<file path="config.mk">
export PLATFORM = sky130hd
export DESIGN_NAME = conv_layer_seq
export DESIGN_NICKNAME = d
export VERILOG_FILES = /design/src/rtl/conv_layer_seq.sv
export SDC_FILE = /design/constraint.sdc
export NUM_CORES = 1
export LEC_CHECK = 0
export CAP_MARGIN = 15
export CELL_PAD_IN_SITES_DETAIL_PLACEMENT = 0
export CELL_PAD_IN_SITES_GLOBAL_PLACEMENT = 1
export CORE_MARGIN = 2
export CORE_UTILIZATION = 35
export CTS_CLUSTER_SIZE = 28
export DETAILED_ROUTE_END_ITERATION = 6
export PLACE_DENSITY_LB_ADDON = 0.1
export REMOVE_ABC_BUFFERS = 1
export SLEW_MARGIN = 40
export SYNTH_ARGS = -nofsm -noshare
export SYNTH_HDL_FRONTEND = slang
export SYNTH_SLANG_ARGS = --single-unit
</file>
<file path="constraint.sdc">
create_clock -name clk -period 2.4 [get_ports clk]
set_input_delay 0.48 -clock clk [delete_from_list [all_inputs] [get_ports clk]]
set_output_delay 0.48 -clock clk [all_outputs]
set_load 0.02 [all_outputs]
</file>
<file path="src/rtl/conv_layer_seq.sv">
// conv_layer_seq: layer sequencer for the 3xN convolution AGU.
// Accepts one layer command and programs the AGU configuration from it. It
// runs the AGU once per input-channel pass, delays the window-end strobe to
// line up with the MAC result, and raises accum_en on every pass after the
// first.
// Ports: clk, reset (async, active-high); cmd_* command handshake and fields;
//   abort; agu_*_cfg registered command copies; agu_clr/agu_start AGU control;
//   agu_win_end/agu_done AGU status; en_result_addr result write strobe;
//   accum_en, busy, layer_done status.
// Optional: define LAYER_SEQ_PERF_EN to add perf_cycles/perf_stall counters.
module conv_layer_seq #(
    parameter int KERN_COL_WIDTH  = 3,
    parameter int COL_WIDTH       = 8,
    parameter int KERN_CNT_WIDTH  = 3,
    parameter int IMG_ADDR_WIDTH  = 8,
    parameter int RSLT_ADDR_WIDTH = 8,
    parameter int PASS_WIDTH      = 4,
    parameter int PIPE_LAT        = 4
) (
    input  logic                       clk,
    input  logic                       reset,
    input  logic                       cmd_valid,
    output logic                       cmd_ready,
    input  logic [KERN_COL_WIDTH-1:0]  cmd_kern_cols,
    input  logic [COL_WIDTH-1:0]       cmd_cols,
    input  logic [KERN_CNT_WIDTH-1:0]  cmd_kerns,
    input  logic [IMG_ADDR_WIDTH-1:0]  cmd_stride,
    input  logic                       cmd_kern_addr_mode,
    input  logic [RSLT_ADDR_WIDTH-1:0] cmd_result_cols,
    input  logic [PASS_WIDTH-1:0]      cmd_passes,
    input  logic                       abort,
    output logic [KERN_COL_WIDTH-1:0]  agu_kern_cols_cfg,
    output logic [COL_WIDTH-1:0]       agu_cols_cfg,
    output logic [KERN_CNT_WIDTH-1:0]  agu_kerns_cfg,
    output logic [IMG_ADDR_WIDTH-1:0]  agu_stride_cfg,
    output logic                       agu_kern_addr_mode_cfg,
    output logic [RSLT_ADDR_WIDTH-1:0] agu_result_cols_cfg,
    output logic [PASS_WIDTH-1:0]      agu_passes_cfg,
    output logic                       agu_clr,
    output logic                       agu_start,
    input  logic                       agu_win_end,
    input  logic                       agu_done,
    output logic                       en_result_addr,
    output logic                       accum_en,
    output logic                       busy,
    output logic                       layer_done
`ifdef LAYER_SEQ_PERF_EN
    ,
    output logic [31:0]                perf_cycles,
    output logic [31:0]                perf_stall
`endif
);
    typedef enum logic [2:0] {IDLE, LOAD, RUN, FLUSH, DONE} state_t;
    localparam int FW = $clog2(PIPE_LAT + 1);

    state_t                     state_q, state_d;
    logic [PASS_WIDTH-1:0]      pass_q, pass_d;
    logic [FW-1:0]              cnt_q, cnt_d;
    logic [PIPE_LAT-1:0]        dl_q, dl_d;
    logic                       first_q, accum_q;
    logic [KERN_COL_WIDTH-1:0]  kern_cols_q;
    logic [COL_WIDTH-1:0]       cols_q;
    logic [KERN_CNT_WIDTH-1:0]  kerns_q;
    logic [IMG_ADDR_WIDTH-1:0]  stride_q;
    logic                       mode_q;
    logic [RSLT_ADDR_WIDTH-1:0] rcols_q;
    logic [PASS_WIDTH-1:0]      passes_q;
    logic                       accept, abort_act;

    assign accept    = cmd_valid && state_q == IDLE;
    assign abort_act = abort && state_q != IDLE;

    always_comb begin
        state_d = state_q;
        pass_d  = pass_q;
        cnt_d   = '0;
        case (state_q)
            IDLE:  if (cmd_valid) begin
                state_d = LOAD;
                pass_d  = '0;
            end
            LOAD:  state_d = RUN;
            // first_q masks a done seen on the RUN entry cycle
            RUN:   if (agu_done && !first_q) state_d = FLUSH;
            FLUSH: if (cnt_q == FW'(PIPE_LAT - 1)) begin
                if (pass_q == passes_q) state_d = DONE;
                else begin
                    state_d = LOAD;
                    pass_d  = pass_q + 1'b1;
                end
            end else cnt_d = cnt_q + 1'b1;
            DONE: begin
                state_d = IDLE;
                pass_d  = '0;
            end
            default: state_d = IDLE;
        endcase
        if (abort_act) begin
            state_d = IDLE;
            pass_d  = '0;
        end
    end

    // Window-end delay line; emptied on LOAD and abort so stale strobes
    // from an abandoned pass never reach the result RAM.
    always_comb begin
        dl_d = '0;
        if (!(abort_act || state_q == LOAD)) begin
            dl_d[0] = agu_win_end;
            for (int i = 1; i < PIPE_LAT; i++) dl_d[i] = dl_q[i-1];
        end
    end

    always_ff @(posedge clk or posedge reset) begin
        if (reset) begin
            state_q     <= IDLE;
            pass_q      <= '0;
            cnt_q       <= '0;
            dl_q        <= '0;
            first_q     <= 1'b0;
            accum_q     <= 1'b0;
            kern_cols_q <= '0;
            cols_q      <= '0;
            kerns_q     <= '0;
            stride_q    <= '0;
            mode_q      <= 1'b0;
            rcols_q     <= '0;
            passes_q    <= '0;
        end else begin
            state_q <= state_d;
            pass_q  <= pass_d;
            cnt_q   <= cnt_d;
            dl_q    <= dl_d;
            first_q <= state_q == LOAD;
            accum_q <= pass_d != '0;
            if (accept) begin
                kern_cols_q <= cmd_kern_cols;
                cols_q      <= cmd_cols;
                kerns_q     <= cmd_kerns;
                stride_q    <= cmd_stride;
                mode_q      <= cmd_kern_addr_mode;
                rcols_q     <= cmd_result_cols;
                passes_q    <= cmd_passes;
            end
        end
    end

    assign cmd_ready              = state_q == IDLE;
    assign busy                   = state_q != IDLE;
    assign agu_clr                = state_q == LOAD || abort_act;
    assign agu_start              = state_q == RUN && !abort;
    assign layer_done             = state_q == DONE && !abort;
    assign en_result_addr         = dl_q[PIPE_LAT-1];
    assign accum_en               = accum_q;
    assign agu_kern_cols_cfg      = kern_cols_q;
    assign agu_cols_cfg           = cols_q;
    assign agu_kerns_cfg          = kerns_q;
    assign agu_stride_cfg         = stride_q;
    assign agu_kern_addr_mode_cfg = mode_q;
    assign agu_result_cols_cfg    = rcols_q;
    assign agu_passes_cfg         = passes_q;

`ifdef LAYER_SEQ_PERF_EN
    logic [31:0] cyc_q, stall_q;

    always_ff @(posedge clk or posedge reset) begin
        if (reset) begin
            cyc_q   <= '0;
            stall_q <= '0;
        end else if (accept) begin
            cyc_q   <= '0;
            stall_q <= '0;
        end else begin
            if (state_q != IDLE && ~&cyc_q) cyc_q <= cyc_q + 32'd1;
            if ((state_q == LOAD || state_q == FLUSH) && ~&stall_q) stall_q <= stall_q + 32'd1;
        end
    end

    assign perf_cycles = cyc_q;
    assign perf_stall  = stall_q;
`endif
endmodule

</file>
# Yosys cells after proc, flatten, opt, wreduce, memory -nomap -nowiden
# Index checks and enable logic that the tools add are counted.
# totals
reg_bits	51
word_cells	50
input_bits	41
# op_classes
reduce_logical	12
n_mux	14
addsub	2
eq_ne	9
# ops
operator	n
2-to-1 mux 3 bit	7
2-to-1 mux 4 bit	5
one-hot mux 3 bit (4 select lines)	1
one-hot mux 4 bit (3 select lines)	1
== test 3 x 2 -> 1 bit (second input constant)	3
!= test 3 bit (second input constant)	2
logical AND 1 bit	5
adder 4 x 1 -> 4 bit (second input constant)	1
== test 4 bit	1
nonzero test 4 bit	1
adder 3 x 1 -> 3 bit (second input constant)	1
== test 3 x 1 -> 1 bit (second input constant)	1
== test 3 bit (second input constant)	1
zero test 3 bit	1
!= test 3 x 2 -> 1 bit (second input constant)	1
AND reduction 3 bit	1
nonzero test 3 bit	1
zero test 1 bit	2
logical OR 1 bit	1

# Depth between registers and ports, before layout
# logic_depth
word_depth	6
ltp_mapped	7
mapped_depth_nobuf	6

# Least setup slack after synthesis
# No wires, ideal clock.
# synth_timing
kind	input -> register
from	input port abort
to	register state_q[0]
n_path_buf	0
setup_time_ns	0.122
slack_ns	0.469
t_required_ns	2.278
stages	5
arrival_ns	1.809
path_cell_list	nor4b_1 > o21ai_0 > o221ai_1 > o32a_1 > a21oi_1
# synth_between
elab_chain_cells	3
# synth_lines
element	line_no	text
start, declared	31	input logic abort,
logical AND 1 bit *	71	assign abort_act = abort && state_q != IDLE;
!= test 3 bit (no line) or != test 3 x 2 -> 1 bit (tied branches)	--	
AND reduction 3 bit (no line)	--	
end signal, assigned	130	state_q <= state_d;
end, declared	56	state_t state_q, state_d;
# Every way passes the cells marked *; elsewhere a longest branch is shown, timed or not.
# A chain may end at the register's enable or synchronous reset.

# Worst setup path in the final report
# layout_timing
from	register state_q[0]
to	output port agu_clr
# layout_between
elab_chain_cells	3
# layout_lines
element	line_no	text
nonzero test 3 bit	71	
logical AND 1 bit	71	
logical OR 1 bit *	150	assign agu_clr = state_q == LOAD || abort_act;
end, declared	39	output logic agu_clr,
# Marks and branches as above.

==> metrics <==
status complete, no violations; DP Worst Slack -0.0697 ns; Die Y 85.5 um; max_cap viols 0; Final nets 289; DRT Pass-1 Iters 4; first-pass GRT wire length 8290 um; Post-synth ARST share 1.00; area grow syn2layout 44.1%; Synth area leader dfrtp_1; Cell Area, Synth 2320 sq um; count of buffers from port buffering 82; Hold Path Class reg -> reg; die span in x 85.5 um; Congestion Overflow GR 0; Mapped Cells 155; Pwr Density 1240 nW/um^2; Mean Syn Cell Area 15.0 sq um; WL/cell 15.2 um; number of synthesized flops with an enable pin 0; CTS tree yes; vias in the first global route 1,696; commonest non-fill, non-tap cell in the layout clkdlybuf4s50_1; total CTS buffers 5; post-DP HPWL 3620 um; max-slew violations 0; top-area cell type share of the netlist area 0.549; vias per cell 4.75; n_diodes 0; Setup violations, final 0; GR Util All Layers 0.144; placed cells 316; CTS H-tree lvls 2; initial antenna violation count 0; Unique masters post-synth 39; Finished Layout Cells 323; WP data required 1.92 ns; Total Wirelength 4900 um; top_reg_cell synth dfrtp_1; final worst setup slack 0.163 ns; Routed Antenna Nets 0; critical path class reg -> out; Final Hold Viols 0; hold slack final 0.440 ns; Max clock buf depth 2; clk root buf clkbuf_8; Placed Area 3250 sq um; count of boundary I/O pins 83; fill count 551; peak supply drop 0.594 mV; Total Power 4.14 mW; pin count of the biggest net entering global routing 29; final weighted congestion in routability-driven placement 0.870; most frequent cells in the layout clkdlybuf4s50_1 (77), dfrtp_1 (51), mux2_4 (30), buf_4 (6); sequential area share after synthesis 0.549; total die area 7310 sq um; minimum clock period 2.24 ns; core area 6390 sq um; register area 1280 sq um; number of synthesis warnings 0; CP startpoint kind register; setup TNS 0 ns; initial DRC count 56; RSZ-0062 raised after global routing false; Starting Density 0.364; period utilization 0.932; Final Instance Area 3350 sq um; multi-input logic area 928 sq um; Critical Path End Type output pin; share of layout cells above drive strength 1 0.232; Remaining DRCs 0; Max Clock Skew 0.00660 ns; cell leakage power 1.50 nW; crit-path max FO 8; Core Util, Final 0.525; top post-synthesis cells by area dfrtp_1 (55%), mux2_4 (19%), buf_12 (3.4%); Clock Latency Late Sink 0.29 ns; Worst-Margin Slew 0.612 ns; Row Count 29; clock sinks 51; #FFs+latches synth 51; CP arrival 1.76 ns; clk slew on worst S/H paths 0.08 ns; Setup Buffers After CTS 0; vias 1,533; max_slew headroom 0.592; Fmax 447 MHz
## flip-flops by register name, indices dropped and copies added, names as in the netlist
name                    flops
accum_en                    1
agu_cols_cfg                8
agu_kern_addr_mode_cfg      1
agu_kern_cols_cfg           3
agu_kerns_cfg               3
agu_passes_cfg              4
agu_result_cols_cfg         8
agu_stride_cfg              8
cnt_q                       3
dl_q                        4
first_q                     1
pass_q                      4
state_q                     3
## cell usage after synthesis, drive strengths merged, types with 2 or more instances
cell type and n:
a21oi 2, and3b 2, mux2 35, nor4b 3, buf 6, nor2 2
inv 5, nor2b 2, xor2 5, and2 6, nand3 3, o21ai 5
dfrtp 51, nor3 2, nand2 5, or3 2, ha 2
## timing repair
action	CTS	global route
endpoints found under the setup margin	4	1
gates resized for setup	5	1
hold buffers	0	0
## report_power, final
part	internal (mW)	total, mW	switching, mW
Clock	0.306	0.570	0.264
Combinational	1.21	2.15	0.940
Sequential	1.21	1.42	0.216
Total	2.72	4.14	1.42
## worst max-delay path, stage by stage (launching register included)
cell,delay (ns)
dfrtp_1,0.45
or3_1,0.42
a21oi_2,0.22
inv_1,0.05
dlygate4sd2_1,0.32
## logic make-up (layout without fill, tap and decap cells)
family	after synthesis	after routing	synth area share
compound gates	18	18	0.0667
mux	35	35	0.218
simple gates	31	31	0.0834
fa+ha+maj	2	2	0.0108
xor+xnor	5	5	0.0188
flops	51	51	0.549
buf+inv	13	104	0.0533
## routing by layer
layer,share of wire,GRT usage,vias up
li1,-,-,725
met1,0.44,0.188,746
met2,0.47,0.229,53
met3,0.062,0.0385,9
met4,0.020,0.0592,0
met5,0,0,-
## final timing paths
path	from	to	slack [ns]	cells after the start
worst max-delay path	state_q[0]	agu_clr	0.16	4
worst min-delay path	cnt_q[0]	cnt_q[0]	0.44	1
worst max register to register	state_q[0]	agu_stride_cfg[4]	0.33	6
worst min register to register	cnt_q[0]	cnt_q[0]	0.44	1
max in group asynchronous	reset	agu_stride_cfg[0]	1.29	3
min in group asynchronous	reset	dl_q[1]	0.57	2
## area by class of cell
type,count,share of cell area
clock inverters,1,0.00896
repair buffers,91,0.276
clock buffers,6,0.0217
well taps,77,0.0288
multi-input cells,91,0.277
flip-flops and latches,51,0.381
inverters,6,0.00709
Power figures use the tool's default switching activity.
